`config.mk`:
```
export PLATFORM = sky130hd
export DESIGN_NAME = uart_rx_oversample
export DESIGN_NICKNAME = d
export VERILOG_FILES = /design/src/rtl/global_pkg.sv /design/src/rtl/uart_pkg.sv /design/src/rtl/uart_baud_tick.sv /design/src/rtl/uart_rx_oversample.sv
export SDC_FILE = /design/constraint.sdc
export NUM_CORES = 1
export LEC_CHECK = 0
export CAP_MARGIN = 20
export CORE_MARGIN = 8
export CORE_UTILIZATION = 50
export DETAILED_ROUTE_END_ITERATION = 6
export PLACE_DENSITY = 0.75
export SYNTH_ARGS = -nofsm -noshare
export SYNTH_HDL_FRONTEND = slang
export SYNTH_SLANG_ARGS = --single-unit
```
`constraint.sdc`:
```
create_clock -name clk -period 2.25 [get_ports clk]
set_input_delay 0.5625 -clock clk [delete_from_list [all_inputs] [get_ports clk]]
set_output_delay 0.5625 -clock clk [all_outputs]
set_load 0.02 [all_outputs]
```
`src/rtl/global_pkg.sv`:
```
// Project-wide boolean constants.
`timescale 1ns/1ps
package global_pkg;
    localparam logic TRUE  = 1'b1;
    localparam logic FALSE = 1'b0;
endpackage

```
`src/rtl/uart_pkg.sv`:
```
// Shared UART types and default frame geometry for the RX and TX paths.
`timescale 1ns/1ps
package uart_pkg;
    localparam int unsigned OVERSAMPLE_DEF = 16;
    localparam int unsigned DATA_BITS_DEF  = 8;

    typedef enum logic [1:0] {
        IDLE,
        START,
        DATA,
        STOP
    } rx_state_t;

    typedef logic [$clog2(OVERSAMPLE_DEF)-1:0] rx_tick_t;
    typedef logic [$clog2(DATA_BITS_DEF)-1:0]  bitidx_t;
endpackage

```
`src/rtl/uart_baud_tick.sv`:
```
// Oversampling tick generator: one-cycle pulse every TICK_DIV enabled clocks.
`timescale 1ns/1ps
module uart_baud_tick #(
    parameter int unsigned TICK_DIV = 27
) (
    input  logic clk,
    input  logic rst,
    input  logic clr_i,
    input  logic en_i,
    output logic tick_o
);
    localparam int CW = (TICK_DIV > 1) ? $clog2(TICK_DIV) : 1;
    localparam logic [CW-1:0] WRAP = CW'(TICK_DIV - 1);

    logic [CW-1:0] cnt_q, cnt_d;

    assign tick_o = en_i && (cnt_q == WRAP);

    always_comb begin
        cnt_d = cnt_q;
        if (clr_i) begin
            cnt_d = '0;
        end else if (en_i) begin
            cnt_d = tick_o ? '0 : cnt_q + 1'b1;
        end
    end

    always_ff @(posedge clk or negedge rst) begin
        if (!rst) begin
            cnt_q <= '0;
        end else begin
            cnt_q <= cnt_d;
        end
    end
endmodule

```
`src/rtl/uart_rx_oversample.sv`:
```
// 8N1 UART receiver with 16x oversampling, sticky byte flag and overrun
// detection; bit timing is phase-aligned to the synchronized start edge.
`timescale 1ns/1ps
module uart_rx_oversample
    import global_pkg::*;
    import uart_pkg::*;
#(
    parameter int unsigned CLK_HZ     = 50_000_000,
    parameter int unsigned BAUD       = 115_200,
    parameter int unsigned OVERSAMPLE = OVERSAMPLE_DEF,
    parameter int unsigned DATA_BITS  = DATA_BITS_DEF
) (
    input  logic                 clk,
    input  logic                 rst,
    input  logic                 rx_i,
    input  logic                 clr_i,
    output logic [DATA_BITS-1:0] rx_data,
    output logic                 rx_flag,
    output logic                 frame_err,
    output logic                 overrun_err,
    output logic                 busy
);
    localparam int unsigned TICK_DIV = CLK_HZ / (BAUD * OVERSAMPLE);
    localparam int TW = $clog2(OVERSAMPLE);
    localparam int IW = (DATA_BITS > 1) ? $clog2(DATA_BITS) : 1;
    localparam logic [TW-1:0] MID  = TW'(OVERSAMPLE / 2 - 1);
    localparam logic [TW-1:0] LAST = TW'(OVERSAMPLE - 1);
    localparam logic [IW-1:0] LAST_IDX = IW'(DATA_BITS - 1);

    logic s1_q, s2_q, prev_q;
    logic fall, start, tick;

    rx_state_t            state_q, state_d;
    logic [TW-1:0]        bit_q, bit_d;
    logic [IW-1:0]        idx_q, idx_d;
    logic [DATA_BITS-1:0] shreg_q, shreg_d;
    logic [DATA_BITS-1:0] data_q, data_d;
    logic                 flag_q, flag_d;
    logic                 ovr_q, ovr_d;
    logic                 ferr_q, ferr_d;

    assign fall  = prev_q & ~s2_q;
    assign start = (state_q == IDLE) & fall;
    assign busy  = (state_q != IDLE);

    uart_baud_tick #(
        .TICK_DIV(TICK_DIV)
    ) u_tick (
        .clk   (clk),
        .rst   (rst),
        .clr_i (start),
        .en_i  (busy),
        .tick_o(tick)
    );

    always_comb begin
        state_d = state_q;
        bit_d   = bit_q;
        idx_d   = idx_q;
        shreg_d = shreg_q;
        data_d  = data_q;
        flag_d  = flag_q;
        ovr_d   = ovr_q;
        ferr_d  = FALSE;
        if (clr_i) begin
            flag_d = FALSE;
            ovr_d  = FALSE;
        end
        unique case (state_q)
            IDLE: begin
                if (fall) begin
                    state_d = START;
                    bit_d   = '0;
                    idx_d   = '0;
                end
            end
            START: begin
                if (tick) begin
                    if (bit_q == MID) begin
                        bit_d   = '0;
                        state_d = s2_q ? IDLE : DATA;
                    end else begin
                        bit_d = bit_q + 1'b1;
                    end
                end
            end
            DATA: begin
                if (tick) begin
                    bit_d = (bit_q == LAST) ? '0 : bit_q + 1'b1;
                    if (bit_q == LAST) begin
                        shreg_d = {s2_q, shreg_q[DATA_BITS-1:1]};
                        idx_d   = idx_q + 1'b1;
                        if (idx_q == LAST_IDX) begin
                            state_d = STOP;
                        end
                    end
                end
            end
            STOP: begin
                if (tick) begin
                    bit_d = (bit_q == LAST) ? '0 : bit_q + 1'b1;
                    if (bit_q == LAST) begin
                        state_d = IDLE;
                        if (s2_q) begin
                            data_d = shreg_q;
                            flag_d = TRUE;
                            // a clear in this cycle consumes the old byte
                            ovr_d  = ovr_d | (flag_q & ~clr_i);
                        end else begin
                            ferr_d = TRUE;
                        end
                    end
                end
            end
            default: state_d = IDLE;
        endcase
    end

    always_ff @(posedge clk or negedge rst) begin
        if (!rst) begin
            s1_q    <= 1'b1;
            s2_q    <= 1'b1;
            prev_q  <= 1'b1;
            state_q <= IDLE;
            bit_q   <= '0;
            idx_q   <= '0;
            shreg_q <= '0;
            data_q  <= '0;
            flag_q  <= 1'b0;
            ovr_q   <= 1'b0;
            ferr_q  <= 1'b0;
        end else begin
            s1_q    <= rx_i;
            s2_q    <= s1_q;
            prev_q  <= s2_q;
            state_q <= state_d;
            bit_q   <= bit_d;
            idx_q   <= idx_d;
            shreg_q <= shreg_d;
            data_q  <= data_d;
            flag_q  <= flag_d;
            ovr_q   <= ovr_d;
            ferr_q  <= ferr_d;
        end
    end

    assign rx_data     = data_q;
    assign rx_flag     = flag_q;
    assign overrun_err = ovr_q;
    assign frame_err   = ferr_q;
endmodule
```
After elaboration in Yosys (flattened, before gate mapping)
Cells that the tools add are included.

Word-level logic and storage cells: 85. Register bits after elaboration: 36.

Mux-type cells: 37. Reductions and logical operators: 11. Add/sub/neg operators: 3. Equality and inequality tests: 16. Bitwise operators: 6.

Operators with widths (number): two-way mux 4 bit (5); two-way mux 2 bit (9); two-way mux 5 bit (3); two-way mux 1 bit (14); one-hot mux 4 bit (3 select lines) (1); != test 2 bit, second input constant (5); two-way mux 3 bit (3); != test 2 x 1 -> 1 bit, second input constant (4); one-hot mux 2 bit (4 select lines) (1); AND reduction 4 bit (2); AND reduction 8 bit (1); one-hot mux 3 bit (2 select lines) (1); AND reduction 3 bit (2); nonzero test 2 bit (3); adder 5 x 1 -> 5 bit, second input constant (1); == test 5 bit, second input constant (1); adder 4 x 1 -> 4 bit, second input constant (1); == test 2 bit, second input constant (2); == test 4 x 3 -> 1 bit, second input constant (1); == test 4 bit, second input constant (1); adder 3 x 1 -> 3 bit, second input constant (1); AND 1 bit (3); == test 3 bit, second input constant (1); == test 2 x 1 -> 1 bit, second input constant (1); other kinds (5) (6).

Longest topological paths before layout
Word-level depth: 7. Gate-level depth with buffers: 8. Depth with buffers taken out: 6.

Hierarchy
From an unflattened synthesis, not the netlist that was laid out.

Cell total of the unflattened synthesis: 126. Area total of the unflattened synthesis: 1631.6 µm².

Modules (own cells, without submodules): uart_rx_oversample (cells an instance 98, instances 1, area an instance 1351.3 µm²); uart_baud_tick (cells an instance 28, instances 1, area an instance 280.3 µm²).

Least setup slack after synthesis
No wires, ideal clock.

Path kind: flip-flop to flip-flop. Start: register u_tick.cnt_q[0]. End: register shreg_q[2]. Clock period less this slack: 1724 ps. Setup slack: 526 ps. Library setup time: 125 ps. Data arrival time: 1599 ps. Stages on the path, launching flop included: 8. Path through: dfrtp_1 > inv_1 > ha_1 > and4b_1 > buf_6 > and4_4 > buf_6 > mux2_4.

Cells in the longest elaborated chain, start to end: 3.

Ends and longest elaborated chain: from (decl) (line uart_baud_tick.sv:15) `logic [CW-1:0] cnt_q, cnt_d;`; from (signal assigned) (line uart_baud_tick.sv:32) `cnt_q <= cnt_d;`; == test 5 bit (line uart_baud_tick.sv:17) `assign tick_o = en_i && (cnt_q == WRAP);`; logical AND 1 bit (line uart_baud_tick.sv:17); AND reduction 3 bit (no source line); to (signal assigned) (line uart_rx_oversample.sv:139) `shreg_q <= shreg_d;`; to (decl) (line uart_rx_oversample.sv:36) `logic [DATA_BITS-1:0] shreg_q, shreg_d;`.

Every way passes these cells. A chain may end at the register's enable or synchronous reset.

==> results.json <==
{
  "status": "completed",
  "drc": 0,
  "finalSetupTns_ns": 0,
  "start_kind": "register",
  "synth-seq-area-share_pct": 54.4,
  "fillers": 280,
  "synth_ff_type": "dfrtp_1",
  "max_cap_violations": 0,
  "root_buffer": "clkbuf_4",
  "dpl_cell_area_um2": 1840,
  "grt_use_total_pct": 11.7,
  "dr.pass1.iters": 4,
  "yosysTopAreaCell": "dfrtp_1",
  "yosys_warnings": 0,
  "synth_seq_cells": 36,
  "hold_violations": 0,
  "fmax_mhz": 479,
  "grt_pass1_wl_mm": 4.78,
  "power_density_nw_per_um2": 760,
  "synth.avg_cell_area_um2": 12.2,
  "highest_layer": "met4",
  "fp.dieW_um": 73.6,
  "wl_met3_um": 225,
  "post_cts_buffers": 0,
  "port-buffer-count": 15,
  "nNetsFinal": 163,
  "routed_via_density": 5.47,
  "mostFrequentLayoutCell": "dfrtp_1",
  "met2_length_mm": 1.30,
  "rows": 21,
  "synth_top_area_share_pct": 49.7,
  "rsz0062_at_grt": "false",
  "grt_pass1_vias": 1045,
  "relSlewSlack_pct": 69.6,
  "timing.final.crit_period_ns": 2.09,
  "fin_area_um2": 1920,
  "gp_congestion": 0.882,
  "leakage_nw": 0.883,
  "area_growth_pct": 15.3,
  "hold_path.class": "reg -> reg",
  "die_y_um": 73.6,
  "antenna_found_initial": 0,
  "drtIter0Drc": 66,
  "clkLatencyLatePin_ns": 0.33,
  "crit_path_end_kind": "output port",
  "syn_area_um2": 1660,
  "worstSetupPathType": "reg -> out",
  "syn-num-nets": 145,
  "initial_utilization_pct": 51.0,
  "cts.sinks": 36,
  "fin_crit_sh_pct": 92.7,
  "hpwl_mm": 1.99,
  "worstPathRequired_ns": 1.69,
  "drive_above_1_share_pct": 21.3,
  "arrival_ns": 1.52,
  "worst_pin_slew_ns": 0.444,
  "netlist_instances": 136,
  "clock_path_buffers": 2,
  "cts_max_level": 2,
  "routed-via-count": 1100,
  "cts_tree": "done",
  "synth_edf_count": 0,
  "maxSlewViolCount": 0,
  "core_um2": 3260,
  "critPathMaxFanout": 10,
  "ys_types": 38,
  "grt_max_degree": 37,
  "die_area_um2": 5420,
  "setup_violations": 0,
  "postRouteWirelength_mm": 2.80,
  "clk_pin_slew_ns": 0.10,
  "wl_met1_mm": 1.22,
  "peakVddDrop_mv": 0.576,
  "async_flop_share_pct": 100,
  "final_cell_mix": "dfrtp_1, clkdlybuf4s50_1, o21ai_0, mux2_2",
  "fin_hold_ws_ns": 0.361,
  "io_pins": 16,
  "clock_skew_ns": 0.00413,
  "post_cts_resized": 2,
  "drtAntennaViolNets": 0,
  "overflow": 0,
  "cts_buffers": 5,
  "cts.hold.buffers_added": 0,
  "synth.area.top_cells": "dfrtp_1, mux2_2, mux2_4",
  "wire_per_inst_um": 13.9,
  "antennaDiodeCount": 0
}
through the flow:
stage	std cells	utilization, %	setup WS (ns)	power (W)
floorplan	136	-	0.526	0.000960
global placement	193	56.5	0.304	0.00103
detailed placement	193	56.5	0.275	0.00104
CTS	201	58.8	0.151	0.00147
global route	201	58.8	0.0557	0.00154
finish	201	58.8	0.164	0.00146
synthesized netlist by cell type (2+ instances only):
cell,number
nor2_1,5
and2_1,2
nand2b_1,2
dfstp_2,3
a21oi_1,4
and3_1,3
buf_2,3
or3_1,2
nor3_1,2
o31ai_1,5
inv_1,6
mux2_2,11
o21ai_0,11
dfrtp_1,33
ha_1,5
buf_6,2
mux2_4,6
nand3_1,6
nand2_1,6
area by class of cell:
cell class	instances	area, um^2	area share, %
Clock buffer	6	41.3	2.16
Clock inverter	2	35.0	1.83
Inverter	6	22.5	1.18
Multi-Input combinational cell	89	697	36.4
Sequential cell	36	906	47.3
Tap cell	46	57.6	3.00
Timing Repair Buffer	16	156	8.16
report_power, final:
part	internal, W	switching (W)	total (W)
Combinational	0.000112	0.000150	0.000261
Clock	0.000233	0.000200	0.000433
Sequential	0.000697	0.0000638	0.000761
worst paths after layout:
kind,start,end,slack (ns),cells after the start
worst max register to register,u_tick.cnt_q[0],shreg_q[0],0.27,5
worst min register to register,s1_q,s2_q,0.36,0
max in group asynchronous,rst,prev_q,1.28,2
min in group asynchronous,rst,rx_flag,0.63,2
worst min-delay path,s1_q,s2_q,0.36,0
worst max-delay path,register,busy,0.16,3
worst max-delay path: stages (launching register included):
cell,delay [ns]
dfrtp_2,0.50
nor2_4,0.24
inv_1,0.12
dlygate4sd2_1,0.34
state kept, by name, indices dropped and copies added, names as in the netlist, named ones only:
register      count
overrun_err       1
shreg_q           8
bit_q             4
rx_data           8
state_q           1
prev_q            1
u_tick.cnt_q      5
s2_q              1
s1_q              1
frame_err         1
idx_q             3
rx_flag           1
routing by layer:
metal	track usage, %	up-vias
met3	4.91	7
li1	-	530
met5	0	-
met4	5.99	0
met2	17.4	36
met1	14.0	527
logic make-up (layout without fill, tap and decap cells):
| group | after synthesis | count (layout) | share of synthesized area, % |
|---|---|---|---|
| flip-flops | 36 | 36 | 54.4 |
| AND/OR/NAND/NOR | 34 | 34 | 11.9 |
| XOR/XNOR | 2 | 2 | 1.05 |
| adder cells (fa/ha/maj) | 5 | 5 | 3.77 |
| multiplexers | 18 | 18 | 13.5 |
| buffers and inverters | 11 | 30 | 3.61 |
| AO/OA/AOI/OAI | 30 | 30 | 11.7 |
(Power assumes the default switching activity.)
